`src/rtl/mem_port_arbiter.sv`:
```
// Two-requester round-robin arbiter for a single-ported data memory.
// Optional per-requester grant counters are built when ARB_COUNT_EN is defined.
module mem_port_arbiter #(
    parameter int ADDR_W  = 32,
    parameter int DATA_W  = 32,
    parameter int MEM_LAT = 1
) (
    input  logic              clock,
    input  logic              Reset,
    input  logic              req0,
    input  logic              we0,
    input  logic [ADDR_W-1:0] addr0,
    input  logic [DATA_W-1:0] wdata0,
    output logic              done0,
    output logic [DATA_W-1:0] rdata0,
    input  logic              req1,
    input  logic              we1,
    input  logic [ADDR_W-1:0] addr1,
    input  logic [DATA_W-1:0] wdata1,
    output logic              done1,
    output logic [DATA_W-1:0] rdata1,
    output logic [ADDR_W-1:0] mem_addr,
    output logic [DATA_W-1:0] mem_wdata,
    output logic              mem_read,
    output logic              mem_write,
    input  logic [DATA_W-1:0] mem_rdata,
    output logic              busy,
`ifdef ARB_COUNT_EN
    output logic              owner,
    output logic [15:0]       grant_cnt0,
    output logic [15:0]       grant_cnt1
`else
    output logic              owner
`endif
);

    typedef enum logic [1:0] {IDLE, ACCESS, WAIT, RESP} state_t;

    localparam logic [3:0] LAT_C = 4'(MEM_LAT);

    state_t      state_r;
    state_t      state_next_s;
    logic        last_r;
    logic        we_r;
    logic [3:0]  cnt_r;
    logic        grant_s;
    logic        sel_s;
    logic        sel_we_s;

    // Arbitration and next-state decode; on a tie the requester not granted last wins.
    always_comb begin
        grant_s      = 1'b0;
        sel_s        = 1'b0;
        state_next_s = state_r;
        case (state_r)
            IDLE: begin
                if (req0 && req1) begin
                    grant_s = 1'b1;
                    sel_s   = ~last_r;
                end else if (req0) begin
                    grant_s = 1'b1;
                    sel_s   = 1'b0;
                end else if (req1) begin
                    grant_s = 1'b1;
                    sel_s   = 1'b1;
                end else begin
                    grant_s = 1'b0;
                    sel_s   = 1'b0;
                end
                if (grant_s) begin
                    state_next_s = ACCESS;
                end else begin
                    state_next_s = IDLE;
                end
            end
            ACCESS: state_next_s = WAIT;
            WAIT: begin
                if (cnt_r == 4'd1) begin
                    state_next_s = RESP;
                end else begin
                    state_next_s = WAIT;
                end
            end
            RESP:    state_next_s = IDLE;
            default: state_next_s = IDLE;
        endcase
    end

    assign sel_we_s = sel_s ? we1 : we0;

    // State register plus all registered outputs; strobes and done are single-cycle pulses.
    always_ff @(posedge clock or posedge Reset) begin
        if (Reset) begin
            state_r   <= IDLE;
            last_r    <= 1'b1;
            we_r      <= 1'b0;
            cnt_r     <= 4'd0;
            owner     <= 1'b0;
            busy      <= 1'b0;
            mem_addr  <= {ADDR_W{1'b0}};
            mem_wdata <= {DATA_W{1'b0}};
            mem_read  <= 1'b0;
            mem_write <= 1'b0;
            done0     <= 1'b0;
            done1     <= 1'b0;
            rdata0    <= {DATA_W{1'b0}};
            rdata1    <= {DATA_W{1'b0}};
        end else begin
            state_r   <= state_next_s;
            busy      <= (state_next_s != IDLE);
            mem_read  <= 1'b0;
            mem_write <= 1'b0;
            done0     <= 1'b0;
            done1     <= 1'b0;
            case (state_r)
                IDLE: begin
                    if (grant_s) begin
                        owner     <= sel_s;
                        we_r      <= sel_we_s;
                        mem_addr  <= sel_s ? addr1 : addr0;
                        mem_wdata <= sel_s ? wdata1 : wdata0;
                        mem_read  <= ~sel_we_s;
                        mem_write <= sel_we_s;
                    end
                end
                ACCESS: cnt_r <= LAT_C;
                WAIT: begin
                    cnt_r <= cnt_r - 4'd1;
                    if (cnt_r == 4'd1) begin
                        // Read data is valid in the last WAIT cycle.
                        if (!we_r && owner) begin
                            rdata1 <= mem_rdata;
                        end
                        if (!we_r && !owner) begin
                            rdata0 <= mem_rdata;
                        end
                        done0 <= ~owner;
                        done1 <= owner;
                    end
                end
                RESP:    last_r <= owner;
                default: last_r <= last_r;
            endcase
        end
    end

`ifdef ARB_COUNT_EN
    // Saturating per-requester grant counters, stepped on each IDLE to ACCESS grant.
    always_ff @(posedge clock or posedge Reset) begin
        if (Reset) begin
            grant_cnt0 <= 16'd0;
            grant_cnt1 <= 16'd0;
        end else if (state_r == IDLE && grant_s) begin
            if (!sel_s && grant_cnt0 != 16'hFFFF) begin
                grant_cnt0 <= grant_cnt0 + 16'd1;
            end
            if (sel_s && grant_cnt1 != 16'hFFFF) begin
                grant_cnt1 <= grant_cnt1 + 16'd1;
            end
        end
    end
`else
`endif

endmodule

```
`config.mk`:
```
export PLATFORM = sky130hd
export DESIGN_NAME = mem_port_arbiter
export DESIGN_NICKNAME = d
export VERILOG_FILES = /design/src/rtl/mem_port_arbiter.sv
export SDC_FILE = /design/constraint.sdc
export NUM_CORES = 1
export LEC_CHECK = 0
export BUFFER_PORTS_ARGS = -buffer_cell sky130_fd_sc_hd__clkbuf_2
export CAP_MARGIN = 15
export CORE_MARGIN = 2
export CORE_UTILIZATION = 45
export CTS_CLUSTER_DIAMETER = 30
export DETAILED_ROUTE_END_ITERATION = 12
export HOLD_SLACK_MARGIN = 0.1
export PLACE_DENSITY_LB_ADDON = 0.25
export RECOVER_POWER = 50
export SETUP_SLACK_MARGIN = 0.15
export SKIP_LAST_GASP = 1
export SYNTH_ARGS = -nofsm -noshare
export SYNTH_HDL_FRONTEND = slang
export SYNTH_SLANG_ARGS = --single-unit
```
`constraint.sdc`:
```
create_clock -name clock -period 6.4 [get_ports clock]
set_input_delay 1.28 -clock clock [delete_from_list [all_inputs] [get_ports clock]]
set_output_delay 1.28 -clock clock [all_outputs]
set_load 0.05 [all_outputs]
```
# == Yosys cells after proc, flatten, opt, wreduce, memory -nomap -nowiden ==
# Index checks and enable logic that the tools add are counted.
# totals
reg_bits,142
wordCells,56
# classes
addsub,1
eq_ne,4
muxes,23
bitwise,3
n_reduce_logical,11
# ops
operator,count
32-bit 2-to-1 mux,2
1-bit 2-to-1 mux,19
2-bit case mux with 4 select lines,1
4-bit case mux with 2 select lines,1
3-bit AND reduction,2
2-bit equality test (second input constant),2
4-bit by 1-bit equality test with 1-bit output (second input constant),1
2-bit nonzero test,2
4-bit by 1-bit subtractor with 4-bit output (second input constant),1
1-bit logical AND,3
1-bit NOT,3
2-bit by 1-bit equality test with 1-bit output (second input constant),1
1-bit zero test,2
2-bit zero test,1
2-bit AND reduction,1

# == Longest topological paths before layout ==
# depth
depth_word,8
depth_mapped,9
mapped_depth_nobuf,5

# == Worst setup path after synthesis ==
# Ideal clock, no wire load.
# synth_timing
path_type,input port to flip-flop
startpoint,input req0
endpoint,register mem_addr[10]
setup_ps,82
t_arrival_ps,2181
path_slack_ps,4137
stages,5
path_buffers,2
path_cell_list,inv_1 -> clkbuf_1 -> clkbuf_1 -> o2111ai_1 -> a31oi_1
# synth_via
elab_chain_cells,5
word_cells_on_any_way,10
cone_classes,8 x mux; 2 x reduce/logical
# synth_lines
item,line_no,rtl
from (decl),10,"input logic req0,"
1-bit 2-to-1 mux or 1-bit logical AND (tied branches),"60, 57",
1-bit 2-to-1 mux,57,if (req0 && req1) begin
1-bit 2-to-1 mux (2 in a row),55,case (state_r)
2-bit AND reduction (no source line),n/a,
to (signal assigned),100,mem_addr <= {ADDR_W{1'b0}};
to (signal assigned),120,mem_addr <= sel_s ? addr1 : addr0;
to (decl),22,"output logic [ADDR_W-1:0] mem_addr,"
# Parallel ways exist; a longest one is shown, timed or not. The select of a mux whose other input is x is not followed.
# A chain may end at the register's enable or synchronous reset.

==> impl_metrics.py <==
metrics = {
    "sta": {
        "worst_slack_ns": 2.963,
        "hold_violations": 0,
        "worst_pin_slew_ns": 1.942,
        "slew_headroom": -0.2944,
        "finalMaxSlewViolations": 38,
        "finClkSkew_ns": 0.005761,
        "fin_crit_sh": 0.5371,
        "timing.setup.tns_ns": 0,
        "period_needed_ns": 3.437,
        "rsz0062_at_grt": "no",
        "fmax_ghz": 0.2909,
        "setup_viol": 0,
    },
    "floorplan": {
        "ioPinCount": 300,
        "die_x_um": 125.9,
        "core_um2": 14530,
        "dieArea_um2": 15850,
        "die_h_um": 125.9,
        "start_util": 0.4600,
        "rows": 44,
    },
    "setup_path": {
        "cp_common_cell": "clkbuf_1",
        "cp_cell_sequence": "clkbuf_1 > inv_6 > clkbuf_1",
        "cp_num_buf_inv": 3,
        "path_delay_family": "buffers and inverters",
        "cp_slowest_stage_delay_ns": 1.46,
        "path_max_fanout": 106,
        "crit_required_ns": 6.54,
        "crit_arrival_ns": 3.58,
        "slowest_stage": "clkbuf_1",
        "crit_type": "in2async",
        "cp-end-kind": "async pin",
        "cp-start-kind": "input port",
    },
    "placed_design": {
        "place.gp.congestion": 0.8416,
        "io_buffers": 299,
        "hpwl_mm": 13.00,
        "placed_area_um2": 8098,
        "dp_slack_ns": 2.779,
    },
    "detailed_routing": {
        "viasPerCell": 5.770,
        "firstDrtPassIters": 7,
        "ant_nets": 0,
        "vias": 5932,
        "drt-initial-drc-count": 403,
        "wl_per_cell_um": 19.03,
        "drc_errors": 0,
        "totalWireLength_mm": 19.56,
    },
    "yosys": {
        "synth_area_um2": 6685,
        "synth-simple-area-share": 0.05147,
        "async_flop_share": 1.000,
        "synth_mux_area_frac": 0.1432,
        "ys_seq_area_frac": 0.5317,
        "yosysWarningCount": 0,
        "ys_ff_latch": 142,
        "syn_inst": 573,
        "synthFlopType": "dfrtp_1",
        "synth-adder-area-share": 0.009358,
        "synth_edf_count": 0,
        "synth_compound_area_frac": 0.2046,
        "yosysUniqueCellTypes": 29,
        "avgSynthCellArea_um2": 11.67,
        "synth_top_family_by_area": "compound AO/OA/AOI/OAI gates",
        "synth_nets": 744,
        "yosys.area_share.xor_xnor": 0,
    },
    "cts": {
        "cts-root-buf": "clkbuf_16",
        "cts.sinks": 142,
        "clk_pin_slew_ns": 0.06,
        "post_cts_resized": 0,
        "hold_buffers": 0,
        "cts_buffer_depth": 2,
        "cts_buffers": 17,
        "worstSkewPairLatency_ns": 0.42,
        "cts_tree": "done",
        "htreeDepth": 4,
        "postCtsSetupRepairBufs": 0,
    },
    "pwr": {
        "p_int_w": 0.002807,
        "swShare": 0.5208,
        "p_leak_nw": 3.962,
        "p_clk_frac": 0.171,
        "netSwitchingPower_w": 0.003051,
        "pwr-share-seq": 0.278,
        "power-per-cell-area_nw_per_um2": 681.7,
        "vdd.ir_drop.worst_v": 0.0002556,
        "power_frac_comb": 0.551,
    },
    "run_status": {
        "failed_checks": "capacitance limit, slew limit",
        "status": "complete, but fails checks",
    },
    "hold_path": {
        "hold_path_class": "reg2reg",
    },
    "finish": {
        "nets": 1001,
        "drive_above_1_share": 0.3867,
        "finish.instance_area_um2": 8593,
        "syn2layout_area_growth_pct": 28.54,
    },
    "global_routing": {
        "grt_start_max_net_pins": 107,
        "grt_usage": 0.2431,
        "grt_pass1_wl_mm": 30.73,
        "grt_pass1_vias": 5771,
        "antenna_found_initial": 1,
        "overflow": 0,
    },
    "run": {
        "maxCapViolCount": 1,
    },
}
[registers in the layout (all words and copies together), names as in the netlist]
signal,flops
busy,1
mem_write,1
mem_wdata,32
last_r,1
rdata0,32
owner,1
mem_read,1
we_r,1
rdata1,32
state_r,2
mem_addr,32
done0,1
cnt_r,4
done1,1
[cell families (layout without fill, tap and decap cells)]
logic type,after synthesis,in the layout
compound gates,206,206
fa+ha+maj,5,5
buf+inv,75,345
flops,142,142
mux,65,65
other cells,0,1
simple gates,80,80
[worst paths after layout]
| kind | to | startpoint | slack (ns) | cells past startpoint |
|---|---|---|---|---|
| worst max-delay path | rdata1[1] | Reset | 2.96 | 3 |
| worst max register to register | we_r | state_r[0] | 3.51 | 6 |
| worst min register to register | rdata0[15] | rdata0[15] | 0.51 | 1 |
| min in group asynchronous | rdata1[17] | Reset | 1.09 | 2 |
| max in group clock | we_r | req1 | 3.18 | 5 |
| worst min-delay path | rdata0[15] | rdata0[15] | 0.51 | 1 |
[layout by cell type, fill, tap and decap left out, types with 2 or more instances in the layout]
master	n
o21ai_0	71
nand2_1	2
clkinv_2	3
clkinvlp_4	5
inv_1	7
buf_4	3
clkbuf_16	17
ha_1	5
a31oi_1	65
clkbuf_2	217
clkbuf_1	84
or3_2	2
nor2_1	68
mux2_4	60
o2111ai_1	65
inv_6	2
bufinv_16	3
dfrtp_1	141
clkinv_4	2
mux2_2	5
[power groups by stage]
stage	Clock [W]	Combinational (W)	Sequential [W]
floorplan	0	0.00112	0.00308
global placement	0	0.00326	0.00161
detailed placement	0	0.00330	0.00164
CTS	0.00102	0.00330	0.00163
global route	0.00105	0.00340	0.00168
finish	0.00100	0.00323	0.00163
[cell type report]
type                            instances  area (µm²)
Antenna cell                            1       2.502
Tap cell                              184       230.2
Clock buffer                           18       429.2
Multi-Input combinational cell        356        2729
Timing Repair Buffer                  304        1440
Fill cell                            1260        5941
Inverter                                9       38.79
Sequential cell                       142        3555
Clock inverter                         14       168.9
[routing by layer]
layer	wire length (µm)	vias up	track usage
met4	639	0	0.1170
met2	9080	331	0.3722
met5	0	-	0
li1	-	2675	-
met3	1676	46	0.06372
met1	8168	2880	0.3232
[per-stage QoR]
| stage | hold slack [ns] | power (W) | cells | utilization |
|---|---|---|---|---|
| finish | 0.5069 | 0.005858 | 1028 | 0.5913 |
| floorplan | 0.4923 | 0.004204 | 573 | - |
| global placement | 0.4888 | 0.004870 | 994 | 0.5572 |
| CTS | 0.5101 | 0.005947 | 1026 | 0.5983 |
| detailed placement | 0.4931 | 0.004932 | 994 | 0.5572 |
| global route | 0.5182 | 0.006140 | 1028 | 0.5913 |
[cells in the mapped netlist, types with 2 or more instances]
| library cell | number | share of area |
|---|---|---|
| o2111ai_1 | 65 | 0.085 |
| or3_1 | 2 | 0.0019 |
| clkbuf_1 | 50 | 0.028 |
| buf_6 | 2 | 0.0034 |
| inv_1 | 9 | 0.0051 |
| nor2_1 | 68 | 0.038 |
| o21ai_0 | 71 | 0.053 |
| dfrtp_1 | 141 | 0.53 |
| buf_1 | 4 | 0.0022 |
| ha_1 | 5 | 0.0094 |
| mux2_4 | 60 | 0.13 |
| buf_12 | 6 | 0.018 |
| nand2_1 | 3 | 0.0017 |
| buf_2 | 4 | 0.0030 |
| mux2_2 | 5 | 0.0084 |
| a31oi_1 | 65 | 0.061 |
(Power assumes the default switching activity.)
